[src/rtl/adc_spi_responder.sv]
// adc_spi_responder: oversampled 24-bit SPI configuration responder with an
// 8-bit register file, frame status outputs and sticky framing error flags.
module adc_spi_responder #(
    parameter int unsigned SYNC_STAGES = 2,
    parameter int unsigned NUM_REGS    = 16,
    localparam int unsigned AW         = $clog2(NUM_REGS)
) (
    input  logic          CLK,
    input  logic          RSTb,
    input  logic          CSb,
    input  logic          SCLK,
    input  logic          SDA,
    input  logic [AW-1:0] REG_ADDR,
    output logic [7:0]    REG_DATA,
    input  logic          CLR_ERR,
    output logic          FRAME_STROBE,
    output logic [23:0]   FRAME_WORD,
    output logic [15:0]   FRAME_CNT,
    output logic          ERR_SHORT,
    output logic          ERR_LONG
);

    typedef enum logic [1:0] {IDLE, RECV, DONE} state_t;

    state_t state, nextState;

    logic [SYNC_STAGES-1:0] csSync, sclkSync, sdaSync;
    logic                   csPrev, sclkPrev;
    logic                   csS, sclkS, sdaS;
    logic                   csFall, csRise, sclkRise;

    logic [SYNC_STAGES:0]   flushSr;
    logic                   armed;
    logic                   pendFall;

    logic [4:0]             bitCnt;
    logic [23:0]            shreg;
    logic                   ovf;

    logic                   startFrame, shiftEn, ovfSet, isDone;
    logic                   accept, setShort, setLong, doWrite;
    logic [12:0]            frameAddr;
    logic [AW-1:0]          wAddr;

    logic [7:0]             regs [NUM_REGS];

    assign csS   = csSync[SYNC_STAGES-1];
    assign sclkS = sclkSync[SYNC_STAGES-1];
    assign sdaS  = sdaSync[SYNC_STAGES-1];

    assign csFall   =  csPrev & ~csS;
    assign csRise   = ~csPrev &  csS;
    assign sclkRise = ~sclkPrev & sclkS;

    // Synchronizer chains plus history flops for edge detection
    always_ff @(posedge CLK or negedge RSTb) begin
        if (!RSTb) begin
            csSync   <= '1;
            sclkSync <= '1;
            sdaSync  <= '0;
            csPrev   <= 1'b1;
            sclkPrev <= 1'b1;
        end else begin
            csSync   <= {csSync[SYNC_STAGES-2:0], CSb};
            sclkSync <= {sclkSync[SYNC_STAGES-2:0], SCLK};
            sdaSync  <= {sdaSync[SYNC_STAGES-2:0], SDA};
            csPrev   <= csS;
            sclkPrev <= sclkS;
        end
    end

    // Arm frame detection only once CSb has been seen high through a flushed
    // synchronizer, so a CSb already low at reset release is not a frame start
    always_ff @(posedge CLK or negedge RSTb) begin
        if (!RSTb) begin
            flushSr <= '0;
            armed   <= 1'b0;
        end else begin
            flushSr <= {flushSr[SYNC_STAGES-1:0], 1'b1};
            armed   <= armed | (flushSr[SYNC_STAGES] & csS);
        end
    end

    // Remember a csFall seen during DONE so IDLE can take it next cycle
    always_ff @(posedge CLK or negedge RSTb) begin
        if (!RSTb)
            pendFall <= 1'b0;
        else if (state == IDLE)
            pendFall <= 1'b0;
        else if (state == DONE && csFall)
            pendFall <= 1'b1;
    end

    // FSM state register
    always_ff @(posedge CLK or negedge RSTb) begin
        if (!RSTb)
            state <= IDLE;
        else
            state <= nextState;
    end

    // FSM next-state and per-cycle datapath controls
    always_comb begin
        nextState  = state;
        startFrame = 1'b0;
        shiftEn    = 1'b0;
        ovfSet     = 1'b0;
        isDone     = 1'b0;
        case (state)
            IDLE: begin
                if (armed && (csFall || pendFall)) begin
                    startFrame = 1'b1;
                    nextState  = RECV;
                end
            end
            RECV: begin
                if (sclkRise) begin
                    if (bitCnt < 5'd24)
                        shiftEn = 1'b1;
                    else
                        ovfSet = 1'b1;
                end
                if (csRise)
                    nextState = DONE;
            end
            DONE: begin
                isDone    = 1'b1;
                nextState = IDLE;
            end
            default: nextState = IDLE;
        endcase
    end

    // Bit counter, shift register and overflow flag
    always_ff @(posedge CLK or negedge RSTb) begin
        if (!RSTb) begin
            bitCnt <= '0;
            shreg  <= '0;
            ovf    <= 1'b0;
        end else if (startFrame) begin
            bitCnt <= '0;
            shreg  <= '0;
            ovf    <= 1'b0;
        end else if (shiftEn) begin
            shreg  <= {shreg[22:0], sdaS};
            bitCnt <= bitCnt + 5'd1;
        end else if (ovfSet) begin
            ovf <= 1'b1;
        end
    end

    assign frameAddr = shreg[20:8];
    assign wAddr     = shreg[8 +: AW];
    assign accept    = isDone && (bitCnt == 5'd24) && !ovf;
    assign setLong   = isDone && ovf;
    assign setShort  = isDone && !ovf && (bitCnt != 5'd24);
    assign doWrite   = accept && !shreg[23] && (shreg[22:21] == 2'b00)
                       && (frameAddr < 13'(NUM_REGS));

    // Frame status outputs and sticky error flags (set beats clear)
    always_ff @(posedge CLK or negedge RSTb) begin
        if (!RSTb) begin
            FRAME_STROBE <= 1'b0;
            FRAME_WORD   <= '0;
            FRAME_CNT    <= '0;
            ERR_SHORT    <= 1'b0;
            ERR_LONG     <= 1'b0;
        end else begin
            FRAME_STROBE <= accept;
            if (accept) begin
                FRAME_WORD <= shreg;
                FRAME_CNT  <= FRAME_CNT + 16'd1;
            end
            ERR_SHORT <= (ERR_SHORT & ~CLR_ERR) | setShort;
            ERR_LONG  <= (ERR_LONG  & ~CLR_ERR) | setLong;
        end
    end

    // Register file write port
    always_ff @(posedge CLK or negedge RSTb) begin
        if (!RSTb) begin
            for (int unsigned i = 0; i < NUM_REGS; i++)
                regs[i] <= '0;
        end else if (doWrite) begin
            regs[wAddr] <= shreg[7:0];
        end
    end

    // Registered readback
    always_ff @(posedge CLK or negedge RSTb) begin
        if (!RSTb)
            REG_DATA <= '0;
        else
            REG_DATA <= regs[REG_ADDR];
    end

endmodule

[config.mk]
export PLATFORM = sky130hd
export DESIGN_NAME = adc_spi_responder
export DESIGN_NICKNAME = d
export VERILOG_FILES = /design/src/rtl/adc_spi_responder.sv
export SDC_FILE = /design/constraint.sdc
export NUM_CORES = 1
export LEC_CHECK = 0
export CORE_MARGIN = 3
export CORE_UTILIZATION = 60
export DETAILED_ROUTE_END_ITERATION = 10
export PLACE_DENSITY = 0.81
export SYNTH_ARGS = -nofsm -noshare
export SYNTH_HDL_FRONTEND = slang
export SYNTH_SLANG_ARGS = --single-unit
[constraint.sdc]
create_clock -name CLK -period 4.3 [get_ports CLK]
set_clock_uncertainty 0.05 [all_clocks]
set_input_delay 0.43 -clock CLK [delete_from_list [all_inputs] [get_ports CLK]]
set_output_delay 0.43 -clock CLK [all_outputs]
set_load 0.02 [all_outputs]
==> qor.yml <==
critical_path:
  reg2reg_depth: 4
  critPathMaxFanout: 16
  crit_chain: "nor4_1 > nand4_2 > nor4_2 > mux2_2"
  cp_slowest_cell: "nor4_2"
  worst_setup_path_start_kind: "flip-flop"
  crit_type: "reg2reg"
  required_ns: 4.64
  critical_path_buf_inv_count: 0
  cp_top_family: "simple AND/OR/NAND/NOR gates"
  cp.arrival_ns: 3.72
  worst-path-stages: 4
  crit_path_end_kind: "flip-flop"
  critPathMaxStageDelay_ns: 1.19
  r2r_slack_ns: 0.92
clock_tree:
  cts.root.buffer_cell: "clkbuf_16"
  clock-sinks: 224
  cts.clk_slew.worst_paths_ns: 0.06
  cts_tree: "done"
  ctsHoldBuffers: 0
  post_cts_resized: 0
  numCtsBuffers: 23
  clock_latency_ns: 0.51
  post_cts_buffers: 0
  htreeDepth: 1
  cts_buffer_depth: 3
floorplan:
  rows: 45
  die_y_um: 132
  num_io_pins: 61
  die-area_um2: 17400
  die_x_um: 132
  fp.coreArea_um2: 15400
  initial_core_util_pct: 62.0
finish:
  final_area_um2: 11100
  fin_util_pct: 72.2
  drive_gt1_share_pct: 31.8
  diodes: 0
  mostFrequentLayoutCells: "dfrtp_1, mux2_2, nand2_1, clkdlybuf4s50_1, mux4_2"
  layout_commonest_cell: "dfrtp_1"
  fin_cells: 944
  area_delta_synth_final_pct: 16.4
  fill_cells: 994
  final_nets: 729
timing:
  timing.fmax_ghz: 0.296
  worst_pin_slew_ns: 1.19
  hold_viol_final: 0
  slew_headroom_pct: 20.5
  setup_violations: 0
  setup_ws_ns: 0.922
  period_share_pct: 78.5
  setup-tns-final_ns: 0
  fin_crit_ns: 3.38
  whs_ns: 0.0350
  slew_viol_final: 0
  rsz0062_at_grt: "no"
placement:
  preCtsSetupSlack_ns: 0.974
  io_buffer_count: 60
  dp_cells: 902
  postPlaceCellArea_um2: 10300
  hpwl_um: 13000
  finalWeightedCongestion: 0.823
routing:
  drtIter0Drc: 362
  dr_total_vias: 5712
  dr.pass1.iters: 5
  wl_per_cell_um: 21.7
  ant_nets: 0
  drc: 0
  totalWireLength_um: 20500
  vias_per_cell: 6.05
global_route:
  grt_usage_pct: 24.3
  overflow: 0
  grt_pass1_wl_um: 33900
  grt_max_degree: 160
  antenna_found_initial: 0
  grt_pass1_vias: 6138
synth:
  ys_seq_area_share_pct: 58.9
  yosys.area.top_type_share_pct: 57.2
  ys_async_sr_fraction_pct: 100
  synthFlopType: "dfrtp_1"
  yosysWarnings: 0
  synthTopCellsByArea: "dfrtp_1, mux2_2, mux4_2"
  ys_ff_latch: 224
  synthesis.area_um2: 9540
  synthCells: 667
  syn_nets: 680
  yosysUniqueCellTypes: 43
  syn_avg_cell_area_um2: 14.3
  yosysTopAreaCell: "dfrtp_1"
  synth-edff-count: 0
power:
  total_power_mw: 4.58
  leakage_nw: 5.33
  ir_drop_uv: 373
  p_per_area_nw_per_um2: 413
run_status:
  status: "complete, no violations"
worst_hold_path:
  hold_class: "in2async"
job:
  cap_viol_max_count: 0
[cell usage after synthesis (all sizes together) (2+ instances only)]
| cell | count |
|---|---|
| nor2b | 3 |
| a22o | 26 |
| nor4 | 16 |
| xnor2 | 10 |
| nand2b | 5 |
| buf | 19 |
| nand3 | 6 |
| mux2 | 129 |
| nand2 | 91 |
| dfrtp | 218 |
| xor2 | 7 |
| nor2 | 11 |
| nand4 | 9 |
| nor3 | 5 |
| dfstp | 6 |
| mux4 | 32 |
| a22oi | 16 |
| or2 | 2 |
| and3 | 3 |
| ha | 3 |
| inv | 6 |
| and2 | 4 |
| clkbuf | 23 |
| or4 | 3 |
[metal layers]
metal / track usage (%) / wire length (µm) / up-vias
li1: - / - / 2511
met1: 34.9 / 9020 / 3032
met2: 39.5 / 10100 / 141
met3: 3.78 / 1010 / 28
met4: 6.36 / 329 / 0
met5: 0 / 0 / -
[worst paths after layout]
path | startpoint | endpoint
max in group asynchronous | RSTb | sclkSync[0]
min in group CLK | SCLK | sclkSync[0]
min reg2reg | flushSr[1] | flushSr[2]
max | shreg[22] | regs[21]
max reg2reg | shreg[22] | regs[21]
min | RSTb | flushSr[2]
[flip-flops by register name (all words and copies together) (netlist names), 2 cells and up]
signal      cells
FRAME_CNT      16
shreg          24
sclkSync        2
FRAME_WORD     24
REG_DATA        8
regs          128
sdaSync         2
bitCnt          5
state           2
flushSr         3
csSync          2
[final cells by class]
class | instances | area, µm² | share of cell area [%]
Inverter | 7 | 26.3 | 0.237
Clock inverter | 8 | 121 | 1.09
Timing Repair Buffer | 66 | 653 | 5.89
Multi-Input combinational cell | 394 | 3720 | 33.5
Clock buffer | 34 | 697 | 6.28
Tap cell | 211 | 264 | 2.38
Sequential cell | 224 | 5610 | 50.6
[power breakdown]
part | internal [mW] | switching (mW)
sequential | 2.15 | 0.0847
combinational | 0.0843 | 0.168
clock | 1.30 | 0.798
[logic make-up after synthesis]
| logic type | Yosys count | share of synthesized area [%] |
|---|---|---|
| DFF | 224 | 58.9 |
| and+or+nand+nor | 163 | 10.0 |
| muxes | 161 | 22.8 |
| AOI/OAI and AO/OA | 49 | 4.24 |
| buffers and inverters | 49 | 2.10 |
| xor gates and xnor gates | 17 | 1.56 |
| adders and majority gates | 3 | 0.394 |
| other | 1 | 0.0393 |
Note: power is estimated with default switching activity, not from simulation.
